File: src/rtl/mul24_pkg.sv
// ============================================================================
// Module   : mul24_pkg
// Purpose  : Shared widths, iteration count and FSM encoding for mul24_seq.
// Revision : 1.0 - initial release
// ============================================================================
`default_nettype none

package mul24_pkg;

    localparam int MUL_W    = 24;
    localparam int PROD_W   = 2 * MUL_W;
    localparam int MUL_ITER = MUL_W;

    typedef enum logic [1:0] {
        IDLE = 2'd0,
        RUN  = 2'd1,
        FIN  = 2'd2
    } mul_state_e;

endpackage : mul24_pkg

`default_nettype wire

File: src/rtl/mul24_step.sv
// ============================================================================
// Module   : mul24_step
// Purpose  : One combinational shift-add iteration: conditionally accumulate
//            the aligned multiplicand and advance it one bit position.
// Revision : 1.0 - initial release
// ============================================================================
`default_nettype none

module mul24_step
    import mul24_pkg::*;
#(
    parameter int PW = PROD_W
) (
    input  logic [PW-1:0] i_acc,
    input  logic [PW-1:0] i_mcand,
    input  logic          i_bit,
    output logic [PW-1:0] o_acc,
    output logic [PW-1:0] o_mcand
);

    always_comb begin
        o_acc   = i_bit ? (i_acc + i_mcand) : i_acc;
        o_mcand = {i_mcand[PW-2:0], 1'b0};
    end

endmodule : mul24_step

`default_nettype wire

File: src/rtl/mul24_seq.sv
// ============================================================================
// Module   : mul24_seq
// Purpose  : Iterative shift-add multiplier, one multiplier bit per cycle,
//            fixed 25-cycle latency. Define MUL24_SIGNED_EN to build in the
//            two's-complement (sign-magnitude) path honoured via signed_op.
// Revision : 1.0 - initial release
// ============================================================================
`default_nettype none

module mul24_seq
    import mul24_pkg::*;
#(
    parameter int WIDTH = MUL_W
) (
    input  logic                 clk,
    input  logic                 rst_n,
    input  logic                 start,
    input  logic                 signed_op,
    input  logic [WIDTH-1:0]     a,
    input  logic [WIDTH-1:0]     b,
    output logic                 busy,
    output logic                 done,
    output logic [2*WIDTH-1:0]   product
);

    localparam int PW = 2 * WIDTH;
    localparam int CW = $clog2(WIDTH);

    mul_state_e        state_q,   state_d;
    logic [CW-1:0]     cnt_q,     cnt_d;
    logic [PW-1:0]     acc_q,     acc_d;
    logic [PW-1:0]     mcand_q,   mcand_d;
    logic [WIDTH-1:0]  mplier_q,  mplier_d;
    logic [PW-1:0]     product_q, product_d;
    logic              done_q,    done_d;

    logic [WIDTH-1:0]  w_a_mag;
    logic [WIDTH-1:0]  w_b_mag;
    logic [PW-1:0]     w_result;
    logic [PW-1:0]     w_acc_nxt;
    logic [PW-1:0]     w_mcand_nxt;

`ifdef MUL24_SIGNED_EN
    logic neg_q, neg_d;

    // Magnitudes stay WIDTH bits wide: the most negative operand maps onto
    // itself, which read as unsigned is exactly its magnitude.
    always_comb begin
        w_a_mag = (signed_op && a[WIDTH-1]) ? (~a + 1'b1) : a;
        w_b_mag = (signed_op && b[WIDTH-1]) ? (~b + 1'b1) : b;
        w_result = neg_q ? (~acc_q + 1'b1) : acc_q;
    end

    always_comb begin
        neg_d = neg_q;
        if (state_q == IDLE && start) begin
            neg_d = signed_op & (a[WIDTH-1] ^ b[WIDTH-1]);
        end
    end

    always_ff @(posedge clk) begin
        if (!rst_n) begin
            neg_q <= 1'b0;
        end else begin
            neg_q <= neg_d;
        end
    end
`else
    logic w_unused_signed_op;

    assign w_unused_signed_op = signed_op;

    always_comb begin
        w_a_mag  = a;
        w_b_mag  = b;
        w_result = acc_q;
    end
`endif

    mul24_step #(
        .PW (PW)
    ) u_step (
        .i_acc   (acc_q),
        .i_mcand (mcand_q),
        .i_bit   (mplier_q[0]),
        .o_acc   (w_acc_nxt),
        .o_mcand (w_mcand_nxt)
    );

    always_comb begin
        state_d   = state_q;
        cnt_d     = cnt_q;
        acc_d     = acc_q;
        mcand_d   = mcand_q;
        mplier_d  = mplier_q;
        product_d = product_q;
        done_d    = 1'b0;

        case (state_q)
            IDLE: begin
                if (start) begin
                    state_d  = RUN;
                    cnt_d    = '0;
                    acc_d    = '0;
                    mcand_d  = {{WIDTH{1'b0}}, w_a_mag};
                    mplier_d = w_b_mag;
                end
            end
            RUN: begin
                // Multiplier shifts right so its LSB is always the live bit.
                acc_d    = w_acc_nxt;
                mcand_d  = w_mcand_nxt;
                mplier_d = mplier_q >> 1;
                cnt_d    = cnt_q + 1'b1;
                if (cnt_q == CW'(WIDTH - 1)) begin
                    state_d = FIN;
                end
            end
            FIN: begin
                product_d = w_result;
                done_d    = 1'b1;
                state_d   = IDLE;
            end
            default: begin
                state_d = IDLE;
            end
        endcase
    end

    always_ff @(posedge clk) begin
        if (!rst_n) begin
            state_q   <= IDLE;
            cnt_q     <= '0;
            acc_q     <= '0;
            mcand_q   <= '0;
            mplier_q  <= '0;
            product_q <= '0;
            done_q    <= 1'b0;
        end else begin
            state_q   <= state_d;
            cnt_q     <= cnt_d;
            acc_q     <= acc_d;
            mcand_q   <= mcand_d;
            mplier_q  <= mplier_d;
            product_q <= product_d;
            done_q    <= done_d;
        end
    end

    assign busy    = (state_q != IDLE);
    assign done    = done_q;
    assign product = product_q;

endmodule : mul24_seq

`default_nettype wire

File: config.mk
export PLATFORM = sky130hd
export DESIGN_NAME = mul24_seq
export DESIGN_NICKNAME = d
export VERILOG_FILES = /design/src/rtl/mul24_pkg.sv /design/src/rtl/mul24_step.sv /design/src/rtl/mul24_seq.sv
export SDC_FILE = /design/constraint.sdc
export NUM_CORES = 1
export LEC_CHECK = 0
export ABC_CLOCK_PERIOD_IN_PS = 3500
export CAP_MARGIN = 25
export CELL_PAD_IN_SITES_DETAIL_PLACEMENT = 2
export CELL_PAD_IN_SITES_GLOBAL_PLACEMENT = 2
export CORE_MARGIN = 3
export CORE_UTILIZATION = 35
export CTS_BUF_LIST = sky130_fd_sc_hd__clkbuf_4
export CTS_CLUSTER_SIZE = 12
export DETAILED_ROUTE_END_ITERATION = 10
export PLACE_DENSITY = 0.79
export SYNTH_ARGS = -nofsm -noshare
export SYNTH_HDL_FRONTEND = slang
export SYNTH_SLANG_ARGS = --single-unit
File: constraint.sdc
create_clock -name clk -period 3.5 [get_ports clk]
set_clock_uncertainty 0.2 [all_clocks]
set_input_delay 0.35 -clock clk [delete_from_list [all_inputs] [get_ports clk]]
set_output_delay 0.35 -clock clk [all_outputs]
set_load 0.01 [all_outputs]
### Word-level counts from Yosys, hierarchy flattened

Cells that the tools add are included.

* bits in registers: 176
* input port bits: 52
* output and inout port bits: 50
* logic and storage cells: 34

* add/sub/neg operators: 2
* equality and inequality tests: 6
* mux-type cells: 13
* reduce and logical (&&, ||, !) cells: 6

Operators with widths (count)
* $pmux 48 s2: 2
* $mux 48: 3
* $add 48x48->48: 1
* $pmux 24 s2: 1
* $mux 24: 1
* $pmux 5 s2: 1
* $ne 2x2->1 const B: 3
* $add 5x1->5 const B: 1
* $eq 5x5->1 const B: 1
* $mux 5: 1
* $mux 2: 2
* $pmux 2 s2: 1
* $reduce_and 2->1: 2
* $reduce_bool 2->1: 2
* $reduce_and 3->1: 1
* $eq 2x1->1 const B: 1
* $eq 2x2->1 const B: 1
* $logic_not 2->1: 1
* $mux 1: 1

### Depth between registers and ports, before layout

* word-level depth: 3
* gate-level depth with buffers: 11
* mapped depth without buffers: 11

### Modules after synthesis

From an unflattened synthesis, not the netlist that was laid out.

* cells, all modules: 1174
* area total of the unflattened synthesis: 10420.0 µm²

By module, submodules not included
* mul24_seq: times used 1, cells an instance 681, area each 6698.9 µm², sequential area each 3523.4 µm²
* mul24_step: times used 1, cells an instance 493, area each 3721.1 µm², sequential area each 0.0 µm²

### Worst setup path before layout

OpenSTA, ideal clock, no wires.

* path kind: register to register
* start: register acc_q[0]
* end: register acc_q[44]
* library setup time: 0.126 ns
* data arrival time: 2.399 ns
* data required time: 3.174 ns
* slack: 0.775 ns
* stages on the path, launching flop included: 12
* buffers on the path: 0
* clock period less this slack: 2.725 ns
* cells stage by stage: dfxtp_1 -> ha_1 -> fa_1 -> a211oi_1 -> o21ai_1 -> nand3_1 -> a211o_1 -> o211ai_1 -> a21boi_1 -> nor3_1 -> o41ai_1 -> a21oi_1

* cells in the longest elaborated chain, start to end: 3

RTL lines
* start: declaration: RTL line mul24_seq.sv:31 `logic [PW-1:0] acc_q, acc_d;`
* start signal: assignment: RTL line mul24_seq.sv:134 `acc_q <= '0;`
* start signal: assignment: RTL line mul24_seq.sv:142 `acc_q <= acc_d;`
* $add 48x48->48: RTL line mul24_step.sv:22 `o_acc = i_bit ? (i_acc + i_mcand) : i_acc;`
* $mux 48: RTL line mul24_step.sv:22
* $pmux 48 s2: RTL line mul24_seq.sv:99 `case (state_q)`

No other way between the ends. The select of a mux whose other input is x is not followed.
A chain may end at the register's enable or synchronous reset.

### Worst setup path after layout

* start: register acc_q[0]
* end: register acc_q[20]

Same word-level chain as after synthesis.

==> results_dict.tcl <==
set metrics [dict create \
    total_cts_buffers 17 \
    critical_path.slowest_cell "sky130_fd_sc_hd__fa_1" \
    final_critical_path_time_including_i_o_delays_and_setup_ps 3250 \
    rsz0062_at_grt "no" \
    crit_path_max_fo 3 \
    slowest_delay_ps 440 \
    p_seq_frac 0.548 \
    fmax_mhz 308 \
    cp-startpoint "acc_q[0]$_SDFFE_PN0P_" \
    wl_met3_microns 751 \
    comb_power_share 0.119 \
    worstPathCellList "ha_1 > fa_1 > a211oi_1 > o21ai_1 > nand3_1 > nand2_1 > a21boi_0 > o21ai_0 > xor2_1 > a22oi_1 > nor2_1" \
    critical_path.n_buffers_inverters 0 \
    timing.final.crit_share 0.928 \
    antenna_found_initial 1 \
    worst_hold_path_type "in2reg" \
    post_synth_edffs 0 \
    layout_utilization 0.427 \
    die_outline_area_sq_um 27400 \
    vdd_ir_drop_max_mv 0.156 \
    met1Wirelength_microns 13200 \
    max-clock-path-buffers 2 \
    seq_area_frac_synth 0.396 \
    crit_required_ps 3800 \
    r2r_start "acc_q[0]$_SDFFE_PN0P_" \
    maxSlewViolCount 0 \
    synth.yosys.warnings 0 \
    detail_route.wl_per_cell_microns 18.7 \
    gp_congestion 0.832 \
    status "finished clean" \
    io_buffers 100 \
    layout-area-overhead-vs-synth_pct 18.2 \
    grt-ovfl-total 0 \
    initial_core_util 0.361 \
    cts_tree "yes" \
    cells_after_synthesis 1109 \
    mostFrequentLayoutCell "sky130_fd_sc_hd__nand2_1" \
    initialDrtViolationCount 401 \
    grt_pass1_wl_microns 46500 \
    p_switching_uw 1220 \
    criticalPathCategory "reg2reg" \
    post_cts.resized_instances 0 \
    most-common-layout-cells "sky130_fd_sc_hd__nand2_1 (185), sky130_fd_sc_hd__dfxtp_1 (176), sky130_fd_sc_hd__a21oi_1 (138)" \
    max_cap_viol_count 0 \
    top_layer_used "met4" \
    met2_length_microns 13900 \
    h-tree-depth 4 \
    globalRouteTotalUtil 0.210 \
    clock_power_share 0.333 \
    drtAntennaViolNets 0 \
    io-pin-count 102 \
    dominantRegCellSynth "sky130_fd_sc_hd__dfxtp_1" \
    drc 0 \
    critical_path.top_delay_family "compound AO/OA/AOI/OAI gates" \
    fin_nets 1271 \
    syn_area_sq_um 8910 \
    hold_buffers 1 \
    clk_latency_ps 620 \
    synth.lib_cells_used.distinct 68 \
    max_slew.worst_pin.slew_ps 705 \
    power.leakage_uw 0.00399 \
    dp_hpwl_microns 19900 \
    fraction_of_final_layout_cells_with_drive_strength_greater_than_1 0.0685 \
    grt_pass1_vias 9028 \
    grt_start_max_net_pins 60 \
    setup_buffers_after_cts 0 \
    synth-async-reset-ratio 0 \
    synthesis.nets 1210 \
    floorplan.die.width_microns 166 \
    die_height_microns 166 \
    postRouteWirelength_microns 28100 \
    setup-tns-final_ps 0 \
    number_of_vias_per_cell_after_detailed_routing 5.56 \
    reg_clk_slew_reported_paths_ps 170 \
    hp-start "b[23]" \
    num_vias 8378 \
    placement_rows 57 \
    firstDrtPassIters 4 \
    max_slew_margin 0.530 \
    critical_path.endpoint_type "register" \
    root_buffer "sky130_fd_sc_hd__clkbuf_4" \
    power.share.switching 0.316 \
    p_per_area_nw_per_um2 367 \
    count_of_clock_tree_sinks 176 \
    worst-endpoint-arrival_ps 3550 \
    setup.worst_path.start_class "register" \
    finalHoldViolCount 0 \
    core-area_sq_um 24700 \
    avgSynthCellArea_sq_um 8.03 \
    setup_viol 0 \
    power.internal_uw 2650 \
    ys_seq_elements 176 \
]
## logic make-up after synthesis
| logic type | count (synthesis) | synth area share |
|---|---|---|
| fa+ha+maj | 49 | 0.0697 |
| compound gates | 338 | 0.257 |
| xor+xnor | 40 | 0.0393 |
| simple gates | 410 | 0.195 |
| mux | 3 | 0.00351 |
| buf+inv | 93 | 0.0403 |
| flops | 176 | 0.396 |
## power groups by stage
stage                     combinational [uW]  sequential [uW]  clock [uW]
after global placement                   446             2160           0
after global routing                     512             2130        1430
after detailed placement                 462             2160           0
final                                    462             2120        1290
after floorplan                          295             2140           0
after CTS                                468             2120        1330
## worst min-delay path, stage by stage
cell and delay (ps):
sky130_fd_sc_hd__clkdlybuf4s50_1 410, sky130_fd_sc_hd__nand2_1 70, sky130_fd_sc_hd__a21oi_1 50
## flip-flops by register name, indices dropped and copies added (netlist names)
name      flops
done          1
state_q       2
cnt_q         5
product      48
mplier_q     24
acc_q        48
mcand_q      48
## worst paths after layout
path / slack (ps) / cells past startpoint / to
worst min register to register: 270 / 2 / product[38]$_SDFFE_PN0P_
worst min-delay path: 80 / 3 / mplier_q[23]$_SDFFE_PN0P_
worst max-delay path: 250 / 11 / acc_q[20]$_SDFFE_PN0P_
worst max register to register: 250 / 11 / acc_q[20]$_SDFFE_PN0P_
## through the flow
stage,total power [uW],area (sq um),hold WS [ps],worst slack [ps],std cells
6_report,3870,10500,76.9,253,1508
4_1_cts,3920,10500,42.9,334,1507
3_5_place_dp,2620,10200,253,377,1474
2_1_floorplan,2440,8910,232,775,1109
3_3_place_gp,2600,10200,243,427,1473
5_1_grt,4070,10500,43.1,2.84,1508
## final cells by class
class                      count  area [sq um]
antenna                        1          2.50
sequential                   176          3520
tap                          324           405
timing repair buffer         119          1170
clock buffer                  17           128
fill                        2851         14100
inverter                      16          61.3
multi-input combinational    840          5050
clock inverter                15           186
## layer usage
| metal | global-route usage | up-vias |
|---|---|---|
| met5 | 0 | - |
| met4 | 0.0495 | 0 |
| met3 | 0.0349 | 28 |
| met2 | 0.374 | 97 |
| met1 | 0.264 | 4191 |
| li1 | - | 4062 |
## synth_stat cells (all sizes together), types with 7 or more instances
| cell | n | area, sq um |
|---|---|---|
| a211oi | 8 | 70.1 |
| a21o | 22 | 165 |
| a21oi | 139 | 699 |
| a22oi | 22 | 179 |
| buf | 20 | 83.8 |
| clkbuf | 57 | 215 |
| dfxtp | 176 | 3520 |
| ha | 48 | 601 |
| inv | 15 | 56.3 |
| nand2 | 186 | 698 |
| nand3 | 38 | 190 |
| nand4 | 13 | 87.6 |
| nor2 | 137 | 517 |
| o211ai | 7 | 52.6 |
| o21ai | 45 | 236 |
| o21bai | 12 | 93.8 |
| o221ai | 48 | 420 |
| xnor2 | 24 | 210 |
| xor2 | 16 | 140 |
Note: power is estimated with default switching activity, not from simulation.
